===== config.mk =====
export PLATFORM = sky130hd
export DESIGN_NAME = fetch_unit
export DESIGN_NICKNAME = d
export VERILOG_FILES = /design/src/rtl/cpu_pkg.sv /design/src/rtl/fetch_unit_pc_next_sel.sv /design/src/rtl/mux2ne1.sv /design/src/rtl/fetch_unit.sv
export SDC_FILE = /design/constraint.sdc
export NUM_CORES = 1
export LEC_CHECK = 0
export ABC_AREA = 1
export BUFFER_PORTS_ARGS = -buffer_cell sky130_fd_sc_hd__buf_4
export CORE_MARGIN = 2
export CORE_UTILIZATION = 53
export DETAILED_ROUTE_END_ITERATION = 8
export GPL_ROUTABILITY_DRIVEN = 0
export PLACE_DENSITY = 0.84
export SLEW_MARGIN = 25
export SYNTH_ARGS = -nofsm -noshare
export SYNTH_HDL_FRONTEND = slang
export SYNTH_SLANG_ARGS = --single-unit

===== constraint.sdc =====
create_clock -name Clock -period 1.63 [get_ports Clock]
set_input_delay 0.2445 -clock Clock [delete_from_list [all_inputs] [get_ports Clock]]
set_output_delay 0.2445 -clock Clock [all_outputs]
set_load 0.02 [all_outputs]

===== src/rtl/cpu_pkg.sv =====
// Shared constants for the 24-bit CPU front end.
//   DATA_W / ADDR_W : instruction word and address widths
//   RESET_PC        : default PC loaded on reset
//   S_*             : 2-bit encoding of the fetch FSM states
package cpu_pkg;

  localparam int DATA_W = 24;
  localparam int ADDR_W = 24;

  localparam logic [ADDR_W-1:0] RESET_PC = 24'h000000;

  typedef logic [1:0] fetch_state_t;

  localparam fetch_state_t S_IDLE  = 2'd0;
  localparam fetch_state_t S_REQ   = 2'd1;
  localparam fetch_state_t S_HOLD  = 2'd2;
  localparam fetch_state_t S_DRAIN = 2'd3;

endpackage


===== src/rtl/fetch_unit_pc_next_sel.sv =====
// Next-PC select: PC+1 (modulo 2^ADDR_W) or RedirectPC, built from one
// mux2ne1 cell per address bit.
//   PC         : current program counter
//   RedirectPC : branch/jump target
//   Redirect   : selects RedirectPC when 1
//   NextPC     : selected next program counter
import cpu_pkg::*;

module pc_next_sel #(
  parameter int AW = ADDR_W
) (
  input  logic [AW-1:0] PC,
  input  logic [AW-1:0] RedirectPC,
  input  logic          Redirect,
  output logic [AW-1:0] NextPC
);

  logic [AW-1:0] pc_inc;

  // Width-matched add drops the carry, so all-ones wraps to zero.
  assign pc_inc = PC + {{(AW-1){1'b0}}, 1'b1};

  // The cell passes Hyrja0 when S=1, hence the target goes on Hyrja0.
  for (genvar i = 0; i < AW; i++) begin : g_bit
    mux2ne1 u_mux (
      .Hyrja0 (RedirectPC[i]),
      .Hyrja1 (pc_inc[i]),
      .S      (Redirect),
      .Dalja  (NextPC[i])
    );
  end

endmodule


===== src/rtl/mux2ne1.sv =====
// Single-bit 2:1 mux cell.
//   Hyrja0 : passed through when S=1
//   Hyrja1 : passed through when S=0
//   S      : select
//   Dalja  : output
module mux2ne1 (
  input  logic Hyrja0,
  input  logic Hyrja1,
  input  logic S,
  output logic Dalja
);

  assign Dalja = S ? Hyrja0 : Hyrja1;

endmodule


===== src/rtl/fetch_unit.sv =====
// Instruction-fetch stage: holds the PC, fetches one word per req/ack
// transaction and presents {Instr, InstrPC} to decode.
//   Clock, Reset_n          : rising-edge clock, async active-low reset
//   Redirect, RedirectPC    : branch/jump redirect from execute
//   ImemReq/ImemAddr        : fetch request, held with a stable address until ImemAck
//   ImemAck/ImemData        : one-cycle ack with the word valid in the same cycle
//   InstrValid/InstrReady   : decode handshake
//   Instr/InstrPC           : registered instruction and its address
//   DbgState                : current FSM state (cpu_pkg S_* encoding)
//
// Handshakes: a transfer happens on a rising edge where the producer's
// valid (ImemReq / InstrValid) and the consumer's ready (ImemAck /
// InstrReady) are both 1; the producer keeps its payload stable until then.
import cpu_pkg::*;

module fetch_unit #(
  parameter int                DW  = DATA_W,
  parameter int                AW  = ADDR_W,
  parameter logic [ADDR_W-1:0] RPC = RESET_PC
) (
  input  logic          Clock,
  input  logic          Reset_n,
  input  logic          Redirect,
  input  logic [AW-1:0] RedirectPC,
  output logic          ImemReq,
  output logic [AW-1:0] ImemAddr,
  input  logic          ImemAck,
  input  logic [DW-1:0] ImemData,
  output logic          InstrValid,
  input  logic          InstrReady,
  output logic [DW-1:0] Instr,
  output logic [AW-1:0] InstrPC,
  output fetch_state_t  DbgState
);

  fetch_state_t  state_q, state_d;
  logic [AW-1:0] pc_q, pc_d;
  logic [AW-1:0] drain_q, drain_d;
  logic [DW-1:0] instr_q, instr_d;
  logic [AW-1:0] instr_pc_q, instr_pc_d;
  logic          valid_q, valid_d;
  logic [AW-1:0] next_pc;
  logic          redir_act;
  logic          fetch_done;

  pc_next_sel #(.AW(AW)) u_pc_next_sel (
    .PC         (pc_q),
    .RedirectPC (RedirectPC),
    .Redirect   (Redirect),
    .NextPC     (next_pc)
  );

  // Redirect is ignored in IDLE only.
  assign redir_act  = Redirect && (state_q != S_IDLE);
  // A fetch that decode will see: acked in REQ and not killed by a redirect.
  assign fetch_done = (state_q == S_REQ) && ImemAck && !Redirect;

  // FSM: state register
  always_ff @(posedge Clock or negedge Reset_n) begin
    if (!Reset_n) begin
      state_q <= S_IDLE;
    end else begin
      state_q <= state_d;
    end
  end

  // FSM: next state
  always_comb begin
    state_d = state_q;
    unique case (state_q)
      S_IDLE: state_d = S_REQ;
      S_REQ: begin
        if (Redirect) begin
          // Without an ack the outstanding request must still finish.
          state_d = ImemAck ? S_REQ : S_DRAIN;
        end else if (ImemAck) begin
          state_d = S_HOLD;
        end
      end
      S_HOLD: begin
        if (Redirect || InstrReady) state_d = S_REQ;
      end
      S_DRAIN: begin
        // A redirect keeps us draining; only a plain ack returns to REQ.
        if (!Redirect && ImemAck) state_d = S_REQ;
      end
      default: state_d = S_IDLE;
    endcase
  end

  // FSM: outputs
  always_comb begin
    ImemReq  = (state_q == S_REQ) || (state_q == S_DRAIN);
    ImemAddr = (state_q == S_DRAIN) ? drain_q : pc_q;
  end

  // Datapath next values
  always_comb begin
    pc_d       = pc_q;
    drain_d    = drain_q;
    instr_d    = instr_q;
    instr_pc_d = instr_pc_q;
    valid_d    = valid_q;

    if (redir_act || fetch_done) pc_d = next_pc;

    if ((state_q == S_REQ) && Redirect && !ImemAck) drain_d = pc_q;

    if (fetch_done) begin
      instr_d    = ImemData;
      instr_pc_d = pc_q;
      valid_d    = 1'b1;
    end

    // Redirect squashes a held instruction even if decode is ready.
    if (redir_act || ((state_q == S_HOLD) && InstrReady)) valid_d = 1'b0;
  end

  always_ff @(posedge Clock or negedge Reset_n) begin
    if (!Reset_n) begin
      pc_q       <= RPC[AW-1:0];
      drain_q    <= '0;
      instr_q    <= '0;
      instr_pc_q <= '0;
      valid_q    <= 1'b0;
    end else begin
      pc_q       <= pc_d;
      drain_q    <= drain_d;
      instr_q    <= instr_d;
      instr_pc_q <= instr_pc_d;
      valid_q    <= valid_d;
    end
  end

  assign InstrValid = valid_q;
  assign Instr      = instr_q;
  assign InstrPC    = instr_pc_q;
  assign DbgState   = state_q;

endmodule


* Word level (Yosys, flattened, before mapping)
Index checks and enable logic that the tools add are counted.
** Word-level totals
- Bits in registers :: 99
- Output and inout bits :: 76
** Operators by class
- Reduce and logical (&&, ||, !) cells :: 17
- Equality and inequality tests :: 6
- Muxes and demuxes :: 33
- $add $sub $neg :: 1
** Operators by type and width (number)
- $mux 1 :: 26
- $add 24x1->24 const B :: 1
- $mux 24 :: 1
- $mux 2 :: 5
- $pmux 2 s4 :: 1
- $logic_and 1x1->1 :: 7
- $eq 2x2->1 const B :: 2
- $logic_or 1x1->1 :: 4
- $ne 2x2->1 const B :: 2
- $reduce_bool 2->1 :: 2
- $ne 3x3->1 const B :: 1
- $reduce_and 3->1 :: 1
- $eq 2x1->1 const B :: 1
- $logic_not 1->1 :: 2
- $logic_not 2->1 :: 1

* Logic depth before layout (Yosys ltp)
- Depth in word-level cells :: 5
- Mapped depth :: 10

* By module
From an unflattened synthesis, not the netlist that was laid out.
** Second synthesis, totals
- Cells, all modules :: 690
- Area, all modules :: 5330.1 um^2
** By module, submodules not included
- fetch_unit :: seq. area each 2477.4 um^2, area each 4260.3 um^2, cells each 473, times used 1
- pc_next_sel :: seq. area each 0.0 um^2, area each 709.4 um^2, cells each 121, times used 1
- mux2ne1 :: seq. area each 0.0 um^2, area each 15.0 um^2, cells each 4, times used 24

* Least setup slack after synthesis
No wires, ideal clock.
- Kind :: register to output
- Start :: reg state_q[1] (netlist: DbgState[1])
- End :: out ImemAddr[10]
- Path buffers :: 2
- Data arrival time :: 1.492 ns
- Stages on the path, launching flop included :: 6
- Path slack :: -0.106 ns
- Data required time :: 1.385 ns
- Path through :: dfrtp_1 nand2_1 inv_1 buf_2 buf_2 o21ai_0
** On the way
- Cells in the longest elaborated chain, start to end :: 2
** Ends and longest elaborated chain
- start, declared :: line fetch_unit.sv:36 : fetch_state_t state_q, state_d;
- start signal, assigned :: line fetch_unit.sv:63 : state_q <= state_d;
- $eq 2x2->1 :: line fetch_unit.sv:94 : ImemAddr = (state_q == S_DRAIN) ? drain_q : pc_q;
- $mux 24 :: line fetch_unit.sv:94
- end, declared :: line fetch_unit.sv:26 : output logic [AW-1:0] ImemAddr,
No other way between the ends.

* Final worst setup path
- Start :: reg state_q[0] (netlist: DbgState[0])
- End :: out ImemAddr[5]
Same word-level chain as after synthesis.

==> run_results.csv <==
group,metric,value,unit
critical_path,crit_path_end_kind,"primary output",
sta,period_share,1.01,
power_and_ir_drop,peakVddDrop,0.885,mV
logic_synthesis,ys_types,27,
layout,final_util,0.740,
global_route,grt_first_pass_wirelength,20300,um
logic_synthesis,synth_cells,619,
global_route,grt_start_max_net_pins,73,
sta,layout_setup_ws,-0.0159,ns
critical_path,start_kind,"register",
power_and_ir_drop,leakagePower,3.27,nW
clocking,clk_pin_slew,0.11,ns
layout,synthToLayoutAreaGrowth,35.7,%
sta,rsz0062_at_grt,"true",
global_route,antenna_found_initial,0,
sta,worst_pin_slew,0.293,ns
sta,slew_viol_final,0,
route,vias_per_cell,5.48,
critical_path,crit_fanout,10,
run_status,status,"finished, violations left",
critical_path,crit_required,1.39,ns
clocking,tritoncts,"built",
global_route,overflow,0,
power_and_ir_drop,finalPower,13.9,mW
place,dpl.hpwl,9260,um
route,postRouteAntennaNets,0,
floorplan,dieHeight,98.7,um
global_route,grt_pass1_vias,4263,
floorplan,die-area,0.00974,mm2
place,port_buffers,128,
floorplan,start_util,0.545,
sta,hold_viol,0,
clocking,root_buffer,"clkbuf_8",
route,drtIter0Drc,329,
run_status,violations,"setup timing",
floorplan,ioPinCount,129,
logic_synthesis,synth.ff_latch_count,99,
logic_synthesis,syn-num-nets,673,
clocking,clock_sinks,99,
route,vias,4758,
sta,fin_worst_skew,0.0115,ns
route,wirelength,13600,um
flow_run,drv_cap,0,
critical_path,crit_type,"register to primary output",
clocking,cts_htree_levels,3,
layout,drive_above_1_share,0.300,
sta,finalSetupViolCount,2,
floorplan,die_w,98.7,um
route,dr.pass1.iters,5,
route,drc_errors,0,
layout,diodes,0,
layout,final_cells,869,
critical_path,slowest_delay,0.44,ns
route,wl_per_cell,15.6,um
critical_path,rr_startpoint,"DbgState[1]",
worst_hold_path,min_from,"ImemData[9]",
power_and_ir_drop,powerDensity,2150,mW/mm2
floorplan,rows,34,
critical_path,slowest_stage,"dfrtp_2",
layout,num-nets-final,810,
logic_synthesis,synthesis.area,0.00475,mm2
critical_path,worstSetupStartpoint,"DbgState[0]",
layout,design_area,0.00645,mm2
logic_synthesis,synth_seq_area_share,0.521,
logic_synthesis,synth_warnings,0,
critical_path,worstPathCellList,"nand2_4 -> inv_8 -> buf_12 -> nand2_1 -> o21ai_4 -> buf_6",
clocking,clockBufferDepth,2,
layout,layout.cells.most_common,"nand2_1",
sta,min_period,1.65,ns
clocking,clk-insertion-delay-late,0.36,ns
sta,slew_headroom,0.805,
logic_synthesis,synth.avg_cell_area,7.68,um2
sta,worst_hold_slack,0.0633,ns
critical_path,arrival,1.40,ns
place,dp.cells,843,
global_route,groute.usage.overall,0.258,
layout,layout_common_cells,"219 x nand2_1, 129 x buf_4, 96 x dfrtp_1",
clocking,cts-buffers-inserted,9,
worst_hold_path,hp-class,"input pin to register",
sta,timing.fmax,0.608,GHz
floorplan,coreArea,0.00872,mm2
place,dpl_cell_area,0.00589,mm2
## cells in the mapped netlist
library cell  count  area [um2]
inv_1            39         146
dfrtp_1          99        2480
a22oi_2           1        12.5
xor2_1            2        17.5
buf_6             2        22.5
o21ai_0          85         425
ha_1              1        12.5
a21oi_1          14        70.1
a22oi_1           2        15.0
nor2_1           46         173
nand4_1           3        18.8
nand2_4           1        11.3
nor3_2            1        10.0
nand2_2           2        12.5
nand2_1         235         882
a31oi_1           2        12.5
inv_2             3        11.3
clkbuf_1         17        63.8
nor2_2            6        37.5
o22ai_1           6        37.5
nor2_4            3        33.8
o21bai_1          1        7.51
o21ai_1           9        45.0
buf_4             1        7.51
buf_2            10        50.1
and2_1            1        6.26
nand3_1          27         135
## cell type report
| type | instances | area [um2] |
|---|---|---|
| inverters | 42 | 165 |
| multi-input cells | 448 | 2160 |
| repair buffers | 156 | 1320 |
| well taps | 108 | 135 |
| clock inverters | 7 | 61.3 |
| flip-flops and latches | 99 | 2480 |
| fillers | 619 | 2270 |
| clock buffers | 9 | 124 |
## flip-flops by register name, summed over array words and instances (netlist names)
name        count
InstrPC        24
Instr          24
drain_q        24
pc_q           24
DbgState        2
InstrValid      1
## cell families after synthesis
kind of cell    synth area share
buf+inv                   0.0634
xor+xnor                 0.00368
compound gates             0.132
simple gates               0.278
flops                      0.521
fa+ha+maj                0.00263
## layer usage
layer,routed length (um),global-route usage
met3,938,0.0362
met5,0,0
met4,281,0.100
met2,6850,0.413
met1,5510,0.360
## metrics by stage
stage	setup slack, ns	TNS, ns
CTS	-0.0435	-0.479
global placement	0.137	0
detailed placement	0.0350	0
floorplan	-0.106	-0.424
finish	-0.0159	-0.0159
global route	-0.0669	-1.04
## final timing paths
path,to,slack (ns),depth (start not counted)
worst max-delay path,ImemAddr[5],-0.02,6
worst min-delay path,Instr[9],0.06,3
worst max register to register,pc_q[4],0.02,6
worst min register to register,Instr[20],0.49,2
max in group asynchronous,pc_q[10],0.77,3
min in group asynchronous,InstrPC[14],0.28,2
## power by group
group	switching, mW	total [mW]	internal, mW
clock	0.932	1.52	0.583
combinational	4.61	7.82	3.20
sequential	0.900	4.53	3.63
## worst max-delay path, delay by kind of cell, from the launching register on
family,cells,cell delay [ns]
buffers and inverters,3,0.34
and+or+nand+nor,2,0.20
DFF,1,0.44
AOI/OAI and AO/OA,1,0.07
## repair_timing
item,in CTS,in global routing
buffers inserted,2,3
endpoints found under the setup margin,24,41
endpoints found under the hold margin,15,0
cloned,1,3
resized for setup,22,81
pin swaps,0,5
hold buffers,1,0
Power figures use the tool's default switching activity.
